File: src/rtl/mac_sequencer_pkg.sv
// Shared definitions for the matrix-multiply MAC sequencer.
package mac_sequencer_pkg;

   localparam int DATA_W = 32;

   typedef enum logic [2:0] {
      IDLE,
      CLEAR,
      RUN,
      WRITE,
      DONE
   } state_t;

endpackage

File: src/rtl/mac_addr_gen.sv
// i/j/k loop counters and row-major A, B, C address arithmetic for C = A x B.
module mac_addr_gen
   import mac_sequencer_pkg::*;
#(
   parameter int N  = 4,
   parameter int AW = 8
) (
   input  logic          clk,
   input  logic          reset,
   input  logic          init,
   input  logic          k_inc,
   input  logic          elem_adv,
   output logic          k_end,
   output logic          elem_last,
   output logic [AW-1:0] a_addr,
   output logic [AW-1:0] b_addr,
   output logic [AW-1:0] c_addr
);

   // k runs one ahead of the consumed index and reaches N+1, so size for N+2
   localparam int CW = $clog2(N + 2);

   logic [CW-1:0] i, j, k;

   always_ff @(posedge clk) begin
      if (reset || init) begin
         i <= '0;
         j <= '0;
         k <= '0;
      end else if (elem_adv) begin
         k <= '0;
         if (j == CW'(N - 1)) begin
            j <= '0;
            i <= (i == CW'(N - 1)) ? '0 : i + CW'(1);
         end else begin
            j <= j + CW'(1);
         end
      end else if (k_inc) begin
         k <= k + CW'(1);
      end
   end

   assign k_end     = (k == CW'(N));
   assign elem_last = (i == CW'(N - 1)) && (j == CW'(N - 1));

   assign a_addr = AW'(i) * AW'(N) + AW'(k);
   assign b_addr = AW'(k) * AW'(N) + AW'(j);
   assign c_addr = AW'(i) * AW'(N) + AW'(j);

endmodule

File: src/rtl/mac_sequencer.sv
// Control FSM sequencing an external MAC through C = A x B, one element per N+2 cycles.
module mac_sequencer
   import mac_sequencer_pkg::*;
#(
   parameter int N  = 4,
   parameter int AW = 8
) (
   input  logic              clk,
   input  logic              reset,
   input  logic              start,
   output logic              busy,
   output logic              done,
   output logic [AW-1:0]     a_addr,
   output logic [AW-1:0]     b_addr,
   input  logic [DATA_W-1:0] a_rdata,
   input  logic [DATA_W-1:0] b_rdata,
   output logic              mac_clear,
   output logic              mac_enable,
   input  logic [DATA_W-1:0] mac_accum,
   output logic [AW-1:0]     c_addr,
   output logic [DATA_W-1:0] c_wdata,
   output logic              c_we
);

   state_t state;
   logic   k_end, elem_last;
   logic   gen_init, k_inc, elem_adv;

   // Operand data goes straight to the external MAC; only addresses matter here.
   logic   rdata_unused;
   assign rdata_unused = ^{a_rdata, b_rdata};

   assign gen_init = (state == IDLE) && start;
   assign k_inc    = (state == CLEAR) || (state == RUN);
   assign elem_adv = (state == WRITE);

   mac_addr_gen #(
      .N  (N),
      .AW (AW)
   ) u_addr_gen (
      .clk       (clk),
      .reset     (reset),
      .init      (gen_init),
      .k_inc     (k_inc),
      .elem_adv  (elem_adv),
      .k_end     (k_end),
      .elem_last (elem_last),
      .a_addr    (a_addr),
      .b_addr    (b_addr),
      .c_addr    (c_addr)
   );

   always_ff @(posedge clk) begin
      if (reset) begin
         state      <= IDLE;
         busy       <= 1'b0;
         done       <= 1'b0;
         mac_clear  <= 1'b1;
         mac_enable <= 1'b0;
         c_we       <= 1'b0;
      end else begin
         mac_clear  <= 1'b0;
         mac_enable <= 1'b0;
         c_we       <= 1'b0;
         done       <= 1'b0;
         unique case (state)
            IDLE: begin
               if (start) begin
                  state     <= CLEAR;
                  busy      <= 1'b1;
                  mac_clear <= 1'b1;
               end
            end
            CLEAR: begin
               state      <= RUN;
               mac_enable <= 1'b1;
            end
            RUN: begin
               // k_end marks the last enable; the accumulator is final one cycle later
               if (k_end) begin
                  state <= WRITE;
                  c_we  <= 1'b1;
               end else begin
                  mac_enable <= 1'b1;
               end
            end
            WRITE: begin
               if (elem_last) begin
                  state <= DONE;
                  done  <= 1'b1;
               end else begin
                  state     <= CLEAR;
                  mac_clear <= 1'b1;
               end
            end
            DONE: begin
               state <= IDLE;
               busy  <= 1'b0;
            end
            default: begin
               state <= IDLE;
               busy  <= 1'b0;
            end
         endcase
      end
   end

   assign c_wdata = mac_accum;

endmodule

File: config.mk
export PLATFORM = sky130hd
export DESIGN_NAME = mac_sequencer
export DESIGN_NICKNAME = d
export VERILOG_FILES = /design/src/rtl/mac_sequencer_pkg.sv /design/src/rtl/mac_addr_gen.sv /design/src/rtl/mac_sequencer.sv
export SDC_FILE = /design/constraint.sdc
export NUM_CORES = 1
export LEC_CHECK = 0
export BUFFER_PORTS_ARGS = -buffer_cell sky130_fd_sc_hd__clkbuf_2
export CAP_MARGIN = 15
export CORE_UTILIZATION = 32
export CTS_BUF_LIST = sky130_fd_sc_hd__clkbuf_4
export CTS_CLUSTER_SIZE = 14
export DETAILED_ROUTE_END_ITERATION = 6
export GPL_TIMING_DRIVEN = 0
export HOLD_SLACK_MARGIN = 0.06
export PLACE_DENSITY_LB_ADDON = 0.1
export SKIP_LAST_GASP = 1
export SLEW_MARGIN = 25
export SYNTH_ARGS = -nofsm -noshare
export SYNTH_HDL_FRONTEND = slang
export SYNTH_SLANG_ARGS = --single-unit
File: constraint.sdc
create_clock -name clk -period 1.9 [get_ports clk]
set_clock_uncertainty 0.1 [all_clocks]
set_input_delay 0.38 -clock clk [delete_from_list [all_inputs] [get_ports clk]]
set_output_delay 0.38 -clock clk [all_outputs]
set_load 0.02 [all_outputs]
Word-level counts from Yosys, hierarchy flattened
Index checks and enable logic that the tools add are counted.

$add $sub $neg: 6. Eq/ne operators: 8. Multiplexer cells: 15. Bitwise logic cells: 3. Reductions and logical operators: 12.

Operator list (number): $add 5x3->6 (3); $mux 3 (5); $eq 3x2->1 const B (4); $pmux 3 s4 (1); $add 3x1->3 const B (3); $mux 1 (6); $pmux 1 s2 (3); $reduce_and 2->1 (3); $reduce_or 2->1 (3); $ne 2x2->1 const B (2); $eq 3x1->1 const B (1); $eq 3x3->1 const B (1); $logic_not 3->1 (1); $not 1->1 (3); $reduce_or 3->1 (1); $logic_and 1x1->1 (2); $logic_or 1x1->1 (2).

Bits in registers: 17. Bits of input ports: 99. Output and inout port bits: 61. Word-level logic and storage cells: 53.

Logic depth before layout (Yosys ltp)
Word-level depth: 4. Gate-level depth with buffers: 5. Mapped depth without buffers: 5.

Hierarchy
Synthesis repeated with hierarchy kept, for this count alone.

Cell total of the unflattened synthesis: 134. Area total of the unflattened synthesis: 1218.7 µm².

By module, submodules not included: mac_addr_gen (instances 1, cells each 71, area each 658.1 µm², sequential area each 180.2 µm²); mac_sequencer (instances 1, cells each 63, area each 560.5 µm², sequential area each 160.2 µm²).

Worst setup path after synthesis
OpenSTA, ideal clock, no wires.

Path kind: reg-to-output. From: register u_addr_gen.k[2]. To: output port a_addr[4]. Arrival: 1077 ps. Data required time: 1420 ps. Path slack: 343 ps. Cell stages (with the launch flop): 4. Path buffers: 0. Cell sequence: dfxtp_1 > ha_1 > ha_1 > xor2_1.

Cells in the longest elaborated chain, start to end: 1.

Ends and longest elaborated chain: start: declaration (RTL line mac_addr_gen.sv:23) `logic [CW-1:0] i, j, k;`; start signal: assignment (RTL line mac_addr_gen.sv:39) `k <= k + CW'(1);`; $add 5x3->6 (RTL line mac_addr_gen.sv:46) `assign a_addr = AW'(i) * AW'(N) + AW'(k);`; end: declaration (RTL line mac_sequencer.sv:13) `output logic [AW-1:0] a_addr,`.

Every way passes these cells.

Worst setup path in the final report
From: register u_addr_gen.j[2]. To: output port c_addr[3].

Cells in the longest elaborated chain, start to end: 1.

Ends and longest elaborated chain: start: declaration (RTL line mac_addr_gen.sv:23); start signal: assignment (RTL line mac_addr_gen.sv:36) `j <= j + CW'(1);`; $add 5x3->6 (RTL line mac_addr_gen.sv:48) `assign c_addr = AW'(i) * AW'(N) + AW'(j);`; end: declaration (RTL line mac_sequencer.sv:20) `output logic [AW-1:0] c_addr,`.

Every way passes these cells.

==> run metrics <==
status completed; Synth Area per Inst 8.831 sq um; register area share after synthesis 0.2793; total routed wirelength 2457 microns; floorplan die height 63.71 microns; core area 0.003661 sq mm; slowest cell on the critical path dfxtp_4; Ys Warns 0; Synth top cells by count 44 x buf_4, 17 x dfxtp_1, 10 x ha_1; crit end category output port; H-tree Lvls 1; Max Cap Viol 0; Area contributors post-synth dfxtp_1 28%, buf_4 27%, ha_1 10%, xor2_1 2.9%, a21oi_1 2.1%; Power per Cell Area 553.5 mW/mm^2; Pre-antenna DRT Iters 4; post-synth top area share 0.2793; delay-heaviest family, CP adder cells; Post-synth EDFFs 0; CP bufs+invs 1; Top Ports 160; initial core utilization 0.3329; required time of the critical path 1.42 ns; CTS buffer count 3; Max Clk Rate 0.5450 GHz; Final nets 317; total track usage 0.1217; HPWL Detailed 2008 microns; GRT overflow 0; final setup fails 0; CTS root buf clkbuf_4; fin crit share 0.9657; CP arrival 1.35 ns; clock buffer depth 2; vias in the first global route 884; register bit count reported by yosys 17; asr flop ratio synth 0; Die X 63.71 microns; WL/cell 9.635 microns; most common cell in the netlist buf_4; input/output buffers 57; fin. max-slew vios 0; CTS clk-pin slew, worst paths 0.11 ns; Cell Area, Synth 0.001219 sq mm; leak pwr 0.9158 nW; area grow syn2layout 35.63%; n_diodes 0; CP Launch Type flop; HP Class in2reg; cts hold-fix bufs 0; ys flop type dfxtp_1; CP max FO 3; # rows 22; critical path class reg2out; Final Hold Fails 0; layout cell share with drive strength beyond 1 0.5845; CTS sink count 17; CTS tree done; fin crit period 1.835 ns; DRT iter0 DRCs 34; fin util 0.4515; first-pass GRT wire length 3836 microns; worst vdd ir 0.0002714 V; slowest stage delay, CP 0.37 ns; worst hold slack 0.2367 ns; R2R Setup Slk 0.29 ns; Die ar. 0.004059 sq mm; FILL cells 365; Design Power 914.8 uW; antenna-violating nets left 0; vias 1,110; clk_lat worst skew 0.30 ns; residual DRC count 0; cell-by-cell trace of the critical path ha_1 -> ha_2 -> clkbuf_2; synth unique cells 37; Synth Instances 138; antenna violations before repair 0; area leader, netlist dfxtp_1; Placer Congestion 0.7240; Vias per Instance 4.353; pin count of the biggest net entering global routing 11
[worst register-to-register path: cells and delay by family (launching register included)]
| kind | cells | cell delay (ns) |
|---|---|---|
| AOI/OAI and AO/OA | 2 | 0.42 |
| DFF | 1 | 0.41 |
| and+or+nand+nor | 1 | 0.38 |
| adders and majority gates | 1 | 0.21 |
[state kept, by name, indices dropped and copies added (netlist names)]
| signal | flops |
|---|---|
| u_addr_gen.j | 3 |
| mac_enable | 1 |
| state | 3 |
| c_we | 1 |
| mac_clear | 1 |
| u_addr_gen.k | 3 |
| done | 1 |
| busy | 1 |
| u_addr_gen.i | 3 |
[stage by stage]
stage	instance area [sq um]	instances	TNS (ns)	setup slack (ns)
floorplan	1237	143	0	0.3426
global placement	1583	248	0	0.3350
detailed placement	1583	248	0	0.2865
CTS	1615	252	0	0.01816
global route	1653	255	-0.008964	-0.008964
finish	1653	255	0	0.06514
[routing by layer]
metal	track usage	part of all wire
met5	0	0
met4	0.05966	0.020
met3	0.03080	0.081
met2	0.1955	0.48
met1	0.1492	0.42
[power by group]
group	internal (mW)	total [mW]	switching (mW)	leakage, nW
sequential	0.376	0.392	0.0161	0.141
clock	0.0786	0.204	0.125	0.0177
combinational	0.141	0.319	0.179	0.757
total	0.595	0.915	0.320	0.916
[placed cells by master, fill, tap and decap left out, drive strengths merged, types with 4 or more instances in the layout]
| master | n |
|---|---|
| a21oi | 5 |
| conb | 6 |
| clkbuf | 57 |
| ha | 10 |
| inv | 6 |
| buf | 55 |
| xor2 | 4 |
| dfxtp | 17 |
| nor2 | 5 |
[what timing repair did]
item	CTS	global route
gates resized for setup	4	9
buffers inserted	0	3
endpoints found under the setup margin	3	3
[logic make-up after synthesis]
group	Yosys count	synth area share
buf+inv	55	0.3203
simple gates	29	0.1314
compound gates	21	0.1273
flops	17	0.2793
fa+ha+maj	10	0.1027
xor+xnor	5	0.03593
other cells	1	0.003077
[final timing paths]
path	startpoint	end	cells past startpoint
setup / recovery	u_addr_gen.j[2]	c_addr[3]	3
hold / removal	reset	busy	2
setup reg to reg	u_addr_gen.j[0]	u_addr_gen.i[0]	4
hold reg to reg	u_addr_gen.j[1]	u_addr_gen.j[1]	2
[area by class of cell]
cell class	instances	area, sq um	area share
timing repair buffer	60	315.3	0.1908
clock inverter	1	5.005	0.003028
sequential	17	350.3	0.2120
buffer	49	367.9	0.2226
inverter	6	22.52	0.01363
tap	48	60.06	0.03634
multi-input combinational	71	509.2	0.3081
clock buffer	3	22.52	0.01363
No activity file was read; power rests on OpenSTA's default activity.
